==> config.mk <==
export PLATFORM = sky130hd
export DESIGN_NAME = facto_host_master_flat
export DESIGN_NICKNAME = d
export VERILOG_FILES = /design/src/rtl/facto_host_master_if.sv /design/src/rtl/facto_host_master.sv /design/src/flat_wrapper.sv
export SDC_FILE = /design/constraint.sdc
export NUM_CORES = 1
export LEC_CHECK = 0
export BUFFER_PORTS_ARGS = -buffer_cell sky130_fd_sc_hd__clkbuf_2
export CAP_MARGIN = 15
export CORE_MARGIN = 1
export CORE_UTILIZATION = 50
export DETAILED_ROUTE_END_ITERATION = 10
export HOLD_SLACK_MARGIN = 0.06
export PLACE_DENSITY_LB_ADDON = 0.25
export SETUP_SLACK_MARGIN = 0.1
export SLEW_MARGIN = 20
export SYNTH_ARGS = -nofsm -noshare
export SYNTH_HDL_FRONTEND = slang
export SYNTH_SLANG_ARGS = --single-unit
==> constraint.sdc <==
create_clock -name clk -period 2.7 [get_ports clk]
set_input_delay 0.405 -clock clk [delete_from_list [all_inputs] [get_ports clk]]
set_output_delay 0.405 -clock clk [all_outputs]
set_load 0.05 [all_outputs]
==> src/rtl/facto_host_master_if.sv <==
// Master-side shared bus of the factorial subsystem: request/grant handshake,
// one access per granted cycle, read data returned one cycle after the address.
interface facto_host_master_if;
  localparam int unsigned ADDR_W = 16;
  localparam int unsigned DATA_W = 64;

  logic              m_req;
  logic              m_wr;
  logic [ADDR_W-1:0] m_addr;
  logic [DATA_W-1:0] m_dout;
  logic              m_grant;
  logic [DATA_W-1:0] m_din;

  modport master (output m_req, m_wr, m_addr, m_dout, input m_grant, m_din);
  modport slave  (input m_req, m_wr, m_addr, m_dout, output m_grant, m_din);
endinterface

==> src/rtl/facto_host_master.sv <==
// Bus initiator: reads 64-bit operands from RAM, runs each through the factorial
// core and writes the 128-bit results back. FACTO_POLL_EN selects opdone polling.
module facto_host_master #(
  parameter logic [15:0] FC_BASE   = 16'h7000,
  parameter int unsigned MAX_CNT_W = 8
) (
  input  logic                   clk,
  input  logic                   reset_n,
  input  logic                   start,
  input  logic [15:0]            src_addr,
  input  logic [15:0]            dst_addr,
  input  logic [MAX_CNT_W-1:0]   count,
  output logic                   busy,
  output logic                   done,
  facto_host_master_if.master    bus,
  input  logic                   interrupt
);
  localparam int unsigned ADDR_W = 16;
  localparam int unsigned DATA_W = 64;

  localparam logic [ADDR_W-1:0] OFS_START = 16'h0000;
  localparam logic [ADDR_W-1:0] OFS_CLEAR = 16'h0008;
  localparam logic [ADDR_W-1:0] OFS_IEN   = 16'h0018;
  localparam logic [ADDR_W-1:0] OFS_OPND  = 16'h0020;
  localparam logic [ADDR_W-1:0] OFS_RESH  = 16'h0028;
  localparam logic [ADDR_W-1:0] OFS_RESL  = 16'h0030;
`ifdef FACTO_POLL_EN
  localparam logic [ADDR_W-1:0] OFS_DONE  = 16'h0010;
  localparam logic [DATA_W-1:0] IEN_VAL   = 64'd0;
`else
  localparam logic [DATA_W-1:0] IEN_VAL   = 64'd1;
`endif

  typedef enum logic [3:0] {
    IDLE, REQ, RD_OP, RD_WAIT, WR_IEN, WR_OPND, WR_GO, WAIT_INT,
    REQ2, RD_RH, RD_RL, WR_DH, WR_DL, WR_CLR, NEXT, DONE
  } state_t;

  state_t                state, state_n;
  logic [ADDR_W-1:0]     src_ptr, src_n, dst_ptr, dst_n;
  logic [MAX_CNT_W-1:0]  cnt, cnt_n, idx, idx_n;
  logic [DATA_W-1:0]     operand, operand_n, res_h, res_h_n, res_l, res_l_n;
  logic                  cap_h, cap_h_n, cap_l, cap_l_n;
  logic                  busy_n, done_n, req_n, wr_n;
  logic [ADDR_W-1:0]     addr_n;
  logic [DATA_W-1:0]     dout_n;
`ifdef FACTO_POLL_EN
  logic                  poll_ph, poll_ph_n;
  logic                  unused_interrupt;
  assign unused_interrupt = interrupt;
`endif

  // Next state, datapath updates, then registered bus outputs decoded from the next state
  always_comb begin
    state_n   = state;
    src_n     = src_ptr;
    dst_n     = dst_ptr;
    cnt_n     = cnt;
    idx_n     = idx;
    operand_n = operand;
    res_h_n   = cap_h ? bus.m_din : res_h;
    res_l_n   = cap_l ? bus.m_din : res_l;
    cap_h_n   = 1'b0;
    cap_l_n   = 1'b0;
`ifdef FACTO_POLL_EN
    poll_ph_n = poll_ph;
`endif
    case (state)
      IDLE: if (start) begin
        src_n   = src_addr;
        dst_n   = dst_addr;
        cnt_n   = count;
        idx_n   = '0;
        state_n = (count == '0) ? DONE : REQ;
      end
      REQ:      if (bus.m_grant) state_n = RD_OP;
      RD_OP:    if (bus.m_grant) state_n = RD_WAIT;
      RD_WAIT: begin
        operand_n = bus.m_din;
        state_n   = WR_IEN;
      end
      WR_IEN:   if (bus.m_grant) state_n = WR_OPND;
      WR_OPND:  if (bus.m_grant) state_n = WR_GO;
      WR_GO: if (bus.m_grant) begin
        state_n = WAIT_INT;
`ifdef FACTO_POLL_EN
        poll_ph_n = 1'b0;
`endif
      end
`ifdef FACTO_POLL_EN
      // Poll phase 0 issues the opdone read, phase 1 inspects the returned data
      WAIT_INT: if (!poll_ph) begin
        if (bus.m_grant) poll_ph_n = 1'b1;
      end else begin
        poll_ph_n = 1'b0;
        if (bus.m_din[0]) state_n = RD_RH;
      end
`else
      WAIT_INT: if (interrupt) state_n = REQ2;
`endif
      REQ2:     if (bus.m_grant) state_n = RD_RH;
      RD_RH: if (bus.m_grant) begin
        cap_h_n = 1'b1;
        state_n = RD_RL;
      end
      RD_RL: if (bus.m_grant) begin
        cap_l_n = 1'b1;
        state_n = WR_DH;
      end
      WR_DH:    if (bus.m_grant) state_n = WR_DL;
      WR_DL:    if (bus.m_grant) state_n = WR_CLR;
      WR_CLR:   if (bus.m_grant) state_n = NEXT;
      NEXT: begin
        idx_n   = MAX_CNT_W'(idx + MAX_CNT_W'(1));
        src_n   = ADDR_W'(src_ptr + ADDR_W'(8));
        dst_n   = ADDR_W'(dst_ptr + ADDR_W'(16));
        state_n = (idx_n == cnt) ? DONE : REQ;
      end
      DONE:     state_n = IDLE;
      default:  state_n = IDLE;
    endcase

    busy_n = !(state_n inside {IDLE, DONE});
    done_n = (state_n == DONE);
    req_n  = 1'b0;
    wr_n   = 1'b0;
    addr_n = '0;
    dout_n = '0;
    case (state_n)
      REQ, REQ2, RD_WAIT: req_n = 1'b1;
      RD_OP: begin req_n = 1'b1; addr_n = src_n; end
      RD_RH: begin req_n = 1'b1; addr_n = ADDR_W'(FC_BASE + OFS_RESH); end
      RD_RL: begin req_n = 1'b1; addr_n = ADDR_W'(FC_BASE + OFS_RESL); end
      WR_IEN: begin
        req_n = 1'b1; wr_n = 1'b1; addr_n = ADDR_W'(FC_BASE + OFS_IEN); dout_n = IEN_VAL;
      end
      WR_OPND: begin
        req_n = 1'b1; wr_n = 1'b1; addr_n = ADDR_W'(FC_BASE + OFS_OPND); dout_n = operand_n;
      end
      WR_GO: begin
        req_n = 1'b1; wr_n = 1'b1; addr_n = ADDR_W'(FC_BASE + OFS_START); dout_n = 64'd1;
      end
      WR_DH: begin
        req_n = 1'b1; wr_n = 1'b1; addr_n = dst_n; dout_n = res_h_n;
      end
      WR_DL: begin
        req_n = 1'b1; wr_n = 1'b1; addr_n = ADDR_W'(dst_n + ADDR_W'(8)); dout_n = res_l_n;
      end
      WR_CLR: begin
        req_n = 1'b1; wr_n = 1'b1; addr_n = ADDR_W'(FC_BASE + OFS_CLEAR); dout_n = 64'd1;
      end
`ifdef FACTO_POLL_EN
      WAIT_INT: begin
        req_n = 1'b1;
        if (!poll_ph_n) addr_n = ADDR_W'(FC_BASE + OFS_DONE);
      end
`endif
      default: ;
    endcase
  end

  always_ff @(posedge clk) begin
    if (!reset_n) begin
      state      <= IDLE;
      src_ptr    <= '0;
      dst_ptr    <= '0;
      cnt        <= '0;
      idx        <= '0;
      operand    <= '0;
      res_h      <= '0;
      res_l      <= '0;
      cap_h      <= 1'b0;
      cap_l      <= 1'b0;
      busy       <= 1'b0;
      done       <= 1'b0;
      bus.m_req  <= 1'b0;
      bus.m_wr   <= 1'b0;
      bus.m_addr <= '0;
      bus.m_dout <= '0;
`ifdef FACTO_POLL_EN
      poll_ph    <= 1'b0;
`endif
    end else begin
      state      <= state_n;
      src_ptr    <= src_n;
      dst_ptr    <= dst_n;
      cnt        <= cnt_n;
      idx        <= idx_n;
      operand    <= operand_n;
      res_h      <= res_h_n;
      res_l      <= res_l_n;
      cap_h      <= cap_h_n;
      cap_l      <= cap_l_n;
      busy       <= busy_n;
      done       <= done_n;
      bus.m_req  <= req_n;
      bus.m_wr   <= wr_n;
      bus.m_addr <= addr_n;
      bus.m_dout <= dout_n;
`ifdef FACTO_POLL_EN
      poll_ph    <= poll_ph_n;
`endif
    end
  end
endmodule

==> src/flat_wrapper.sv <==
// flat-port wrapper written by rule: the top's interface ports become plain ports
module facto_host_master_flat 
#(
  parameter logic [15:0] FC_BASE   = 16'h7000,
  parameter int unsigned MAX_CNT_W = 8
)
  (clk, reset_n, start, src_addr, dst_addr, count, busy, done, interrupt, bus_m_req, bus_m_wr, bus_m_addr, bus_m_dout, bus_m_grant, bus_m_din);
  facto_host_master_if bus_i ();
  input  logic clk;
  input  logic reset_n;
  input  logic start;
  input  logic [15:0] src_addr;
  input  logic [15:0] dst_addr;
  input  logic [MAX_CNT_W-1:0] count;
  output logic busy;
  output logic done;
  input  logic interrupt;
  output wire logic [$bits(bus_i.m_req)-1:0] bus_m_req;
  output wire logic [$bits(bus_i.m_wr)-1:0] bus_m_wr;
  output wire logic [$bits(bus_i.m_addr)-1:0] bus_m_addr;
  output wire logic [$bits(bus_i.m_dout)-1:0] bus_m_dout;
  input wire logic [$bits(bus_i.m_grant)-1:0] bus_m_grant;
  input wire logic [$bits(bus_i.m_din)-1:0] bus_m_din;
  assign bus_m_req = bus_i.m_req;
  assign bus_m_wr = bus_i.m_wr;
  assign bus_m_addr = bus_i.m_addr;
  assign bus_m_dout = bus_i.m_dout;
  assign bus_i.m_grant = bus_m_grant;
  assign bus_i.m_din = bus_m_din;
  facto_host_master #(.FC_BASE(FC_BASE), .MAX_CNT_W(MAX_CNT_W)) u_core (.clk(clk), .reset_n(reset_n), .start(start), .src_addr(src_addr), .dst_addr(dst_addr), .count(count), .busy(busy), .done(done), .bus(bus_i), .interrupt(interrupt));
endmodule
# After elaboration in Yosys (flattened, before gate mapping)
# Index checks and enable logic that the tools add are counted.
# word_totals
register_bits	330
output_inout_bits	84
word_cells	93
# op_classes
add_sub_neg	4
eq_ne	30
mux	30
reduce_logical	13
# op_table
cell	count
64-bit case mux with 4 select lines	1
64-bit two-way mux	3
16-bit case mux with 9 select lines	1
16-bit case mux with 2 select lines	2
4-bit case mux with 16 select lines	1
4-bit == test, second input constant	15
4-bit two-way mux	15
16-bit by 4-bit adder with 16-bit output, second input constant	2
16-bit two-way mux	2
4-bit by 3-bit == test with 1-bit output, second input constant	7
16-bit by 5-bit adder with 16-bit output, second input constant	1
4-bit by 2-bit == test with 1-bit output, second input constant	4
8-bit case mux with 2 select lines	1
12-bit OR reduction	1
8-bit by 1-bit adder with 8-bit output, second input constant	1
4-bit by 1-bit == test with 1-bit output, second input constant	2
8-bit == test	1
4-bit zero test	2
8-bit zero test	1
8-bit two-way mux	1
2-bit AND reduction	4
6-bit OR reduction	1
2-bit nonzero test	2
1-bit two-way mux	3
other kinds (3)	3

# Longest topological paths before layout
# depth
word_depth	7
mapped_depth	13
ltp_nobuf	10

# Worst setup path after synthesis
# Ideal clock, no wire load.
# synth_path
kind	flip-flop to flip-flop
startpoint	register u_core.state[3]
endpoint	register u_core.bus.m_addr[13]
setup_ns	0.125
arrival_time_ns	2.710
path_slack_ns	-0.135
path_stages_with_launch	14
path_buffers	3
synth_period_minus_slack_ns	2.835
cell_sequence	dfxtp_1 > buf_4 > or4_1 > buf_4 > nor2_8 > buf_2 > nand2_1 > nand2_1 > ha_1 > o21ai_1 > nor4_2 > nand3_1 > mux2i_1 > o41a_1
# synth_between
elab_chain_cells	4
elab_cells_between_ends	43
# synth_lines
element	line_no	source
start: declaration	facto_host_master.sv:39	state_t state, state_n;
start signal: assignment	facto_host_master.sv:184	state <= state_n;
4-bit == test or 4-bit zero test (tied branches)	facto_host_master.sv:68	case (state)
16-bit case mux with 2 select lines (*)	facto_host_master.sv:68	
named net u_core.dst_n[3]	facto_host_master.sv:40	logic [ADDR_W-1:0] src_ptr, src_n, dst_ptr, dst_n;
16-bit by 4-bit adder with 16-bit output (*)	facto_host_master.sv:147	req_n = 1'b1; wr_n = 1'b1; addr_n = ADDR_W'(dst_n + ADDR_W'(8)); dout_n = res_l_n;
16-bit case mux with 9 select lines (*)	facto_host_master.sv:129	case (state_n)
end signal: assignment	facto_host_master.sv:198	bus.m_addr <= addr_n;
end: declaration	facto_host_master_if.sv:14	modport master (output m_req, m_wr, m_addr, m_dout, input m_grant, m_din);
# Mark *: on every way through the listed nets, which the timed path passes. The rest lies on a longest branch.
# A chain may end at the register's enable or synchronous reset.

# Worst setup path after layout
# layout_path
startpoint	register u_core.state[3]
endpoint	register u_core.bus.m_addr[14]
# layout_between
elab_chain_cells	4
elab_cells_between_ends	43
# layout_lines
element	line_no
4-bit == test (tied with other cells)	facto_host_master.sv:68
16-bit case mux with 2 select lines or 4-bit case mux with 16 select lines (tied branches)	facto_host_master.sv:68
16-bit by 4-bit adder with 16-bit output (tied with other cells)	facto_host_master.sv:147
16-bit case mux with 9 select lines (*)	facto_host_master.sv:129
# Every way passes the cells marked *; elsewhere a longest branch is shown, timed or not.

==> flow_metrics.tcl <==
set metrics [dict create \
    outcome "finished, final reports clean" \
    drtAntennaViolNets 0 \
    htree_levels 2 \
    synthArstFlopShare_pct 0 \
    final_nets 1838 \
    crit_chain "or4_4 -> buf_4 -> o32ai_2 -> a21oi_2 -> nor4b_4 -> nand4_1 -> mux2_1 -> o41a_1" \
    yosysWarnings 0 \
    antenna_found_initial 0 \
    clock_sinks 330 \
    diodes 0 \
    dieArea_sq_mm 0.0284 \
    die_h_microns 169 \
    finalCritPeriodShare_pct 96.5 \
    ff2ff_path_depth 8 \
    setup_viol 0 \
    hold_path_startpoint "count[5]" \
    dr.pass1.iters 7 \
    start_util_pct 51.2 \
    synth-edff-count 0 \
    power_frac_comb_pct 34.2 \
    grt_pass1_vias 11300 \
    cts_hold_buf 0 \
    area_growth_pct 23.4 \
    max_freq_ghz 0.384 \
    clkPwrFrac_pct 30.7 \
    cts_max_path_buffers 3 \
    powerDensity_mw_per_mm2 911 \
    port-buffer-count 192 \
    grt_usage_pct 25.2 \
    cts_inserted_buffers 36 \
    synthTopCellsByCount "330 x dfxtp_1, 265 x nor2_1, 150 x mux2i_1" \
    drt-vias-per-instance 5.58 \
    clk_latency_ps 520 \
    synthDistinctLibCells 79 \
    crit_type "reg -> reg" \
    use_met3_pct 5.28 \
    ys.flop_type "dfxtp_1" \
    place_ws_ps -23.2 \
    total_power_mw 15.6 \
    seqPwrFrac_pct 35.1 \
    wirelength_microns 36600 \
    core_sq_mm 0.0271 \
    slew_headroom_pct 59.0 \
    drt_iter0_drc 761 \
    synth_largest_area_cell "dfxtp_1" \
    wl_per_cell_microns 17.3 \
    synth.avg_cell_area_sq_um 9.20 \
    root_buffer "clkbuf_16" \
    gp_congestion 0.940 \
    grt_first_pass_wirelength_microns 57900 \
    rows 60 \
    critPathBufInv 1 \
    met2_usage_pct 41.8 \
    p_leak_nw 6.68 \
    finClkSkew_ps 16.9 \
    irDropWorstVdd_uv 578 \
    worstHoldEndpoint "u_core.cnt[5]$_SDFFE_PN0P_" \
    cp_slowest_stage_delay_ps 630 \
    drc_errors 0 \
    r2r_end "u_core.bus.m_addr[14]$_SDFF_PN0_" \
    ioPinCount 193 \
    hold_class "in -> reg" \
    hpwl_microns 23900 \
    setup_slack_ps 94.6 \
    cp_slowest_cell "or4_4" \
    cts_tree "yes" \
    met1_usage_pct 32.6 \
    hold_depth 3 \
    fillCellCount 2319 \
    fin_crit_ps 2610 \
    max_cap_viol_count 0 \
    hold_viol_final 0 \
    seq_area_frac_synth_pct 47.6 \
    intPower_mw 10.1 \
    vias 11800 \
    synth_top_area_share_pct 47.6 \
    synth_seq_cells 330 \
    grt_start_max_net_pins 67 \
    yosysMostFrequentCell "dfxtp_1" \
    die_w_microns 169 \
    rsz0062_at_grt "true" \
    crit_family "simple AND/OR/NAND/NOR gates" \
    cp.arrival_ps 3010 \
    syn-cell-area_sq_mm 0.0139 \
    synthCells 1508 \
    synth_nets 1621 \
    slew_viol_final 0 \
    switching_share_pct 35.3 \
    worst_slew_pin_slew_ps 613 \
    crit_path_end_kind "register" \
    synthTopCellsByArea "dfxtp_1 48%, mux2i_1 11%, nor2_1 7.2%, mux2_2 5.2%, a21oi_1 4.5%" \
    p_switching_mw 5.50 \
    drive_above_1_share_pct 26.2 \
    worstSetupStartpointType "register" \
    critical_path_required_ps 3100 \
    grt.busiest_layer "met2" \
    critPathMaxFanout 7 \
    final_util_pct 63.2 \
    path_clk_slew_ps 60 \
    r2r-start "u_core.state[3]$_SDFF_PN0_" \
    overflow 0 \
    r2r_slack_ps 90 \
]
flip-flops by register name (all words and copies together), names as in the netlist, 4 cells and up:
name / cells
u_core.bus.m_dout: 64
u_core.cnt: 8
u_core.state: 4
u_core.res_h: 64
u_core.operand: 64
u_core.bus.m_addr: 16
u_core.idx: 8
u_core.dst_ptr: 16
u_core.res_l: 64
u_core.src_ptr: 16
worst max-delay path by stage:
| stage | from | end | cells after the start |
|---|---|---|---|
| 2_1_floorplan | u_core.state[2]$_SDFF_PN0_ | u_core.bus.m_addr[13]$_SDFF_PN0_ | 13 |
| 3_3_place_gp | u_core.idx[0]$_SDFFE_PN0P_ | u_core.bus.m_addr[13]$_SDFF_PN0_ | 8 |
| 3_5_place_dp | u_core.idx[0]$_SDFFE_PN0P_ | u_core.bus.m_addr[13]$_SDFF_PN0_ | 8 |
| 4_1_cts | u_core.state[0]$_SDFF_PN0_ | u_core.bus.m_addr[14]$_SDFF_PN0_ | 9 |
| 5_1_grt | u_core.idx[0]$_SDFFE_PN0P_ | u_core.bus.m_addr[13]$_SDFF_PN0_ | 8 |
| 6_report | u_core.state[3]$_SDFF_PN0_ | u_core.bus.m_addr[14]$_SDFF_PN0_ | 8 |
final cells by class:
type / instances / area [sq um] / area share [%]
clock buffer: 53 / 1060 / 6.22
clock inverter: 8 / 88.8 / 0.519
inverter: 10 / 42.5 / 0.248
multi-input combinational: 1055 / 6910 / 40.4
sequential: 330 / 6620 / 38.6
tap: 372 / 465 / 2.72
timing repair buffer: 292 / 1930 / 11.3
cell usage in the layout, fill, tap and decap left out, drive strengths merged, types with 4 or more instances in the layout:
cell type  Yosys  layout
nand2         76      76
nand3         20      20
o31a           4       4
o32ai          6       6
xnor2          5       5
o21a           6       6
buf           39     100
mux2i        150     150
inv            9      12
o21ai         44      44
mux2          65      65
and2          68      68
a31oi          9       9
a221oi         5       5
a21oi        127     127
ha             4       4
nor2         266     266
clkbuf        74     245
or3            7       7
nand2b         8       8
nor4           4       4
dfxtp        330     330
nor2b          4       4
nand4         12      12
and3          12      12
nor3          13      13
a22o           4       4
a22oi          4       4
o22ai         68      68
cell families (layout without fill, tap and decap cells):
| kind of cell | after synthesis | after routing | synth area share, % |
|---|---|---|---|
| compound gates | 319 | 319 | 14.6 |
| xor+xnor | 8 | 8 | 0.505 |
| fa+ha+maj | 4 | 4 | 0.361 |
| buf+inv | 123 | 363 | 3.72 |
| flops | 330 | 330 | 47.6 |
| mux | 215 | 215 | 16.1 |
| simple gates | 509 | 509 | 17.2 |
worst reg2reg max path, cell delays in order, from the launching register on:
cell	delay, ps
dfxtp_2	340
or4_4	630
buf_4	180
o32ai_2	90
a21oi_2	90
nor4b_4	270
nand4_1	150
mux2_1	330
o41a_1	410
through the flow:
| stage | hold slack [ps] | std cells | TNS [ps] | instance area [sq um] |
|---|---|---|---|---|
| floorplan | 438 | 1508 | 0 | 14000 |
| global placement | 451 | 2052 | 0 | 15800 |
| detailed placement | 452 | 2052 | -23.2 | 15800 |
| CTS | 117 | 2115 | 0 | 17000 |
| global route | 134 | 2120 | 0 | 17100 |
| finish | 125 | 2120 | 0 | 17100 |
routing by layer:
| layer | vias to the layer above | wire [microns] |
|---|---|---|
| met1 | 5659 | 16400 |
| li1 | 5746 | - |
| met2 | 352 | 16800 |
| met4 | 0 | 1070 |
| met5 | - | 0 |
| met3 | 80 | 2270 |
power by group through the flow:
| stage | combinational (mW) | sequential (mW) | clock, mW |
|---|---|---|---|
| after floorplan | 2.94 | 5.78 | 0 |
| after global placement | 5.04 | 5.56 | 0 |
| after detailed placement | 5.06 | 5.57 | 0 |
| after CTS | 5.15 | 5.46 | 4.87 |
| after global routing | 5.70 | 5.51 | 5.05 |
| final | 5.33 | 5.48 | 4.79 |
what timing repair did:
item                       in CTS  in global routing
gates resized for setup         7                 20
buffers inserted                2                  6
setup endpoints to repair       5                 12
pin swaps                       4                 13
(Power assumes the default switching activity.)
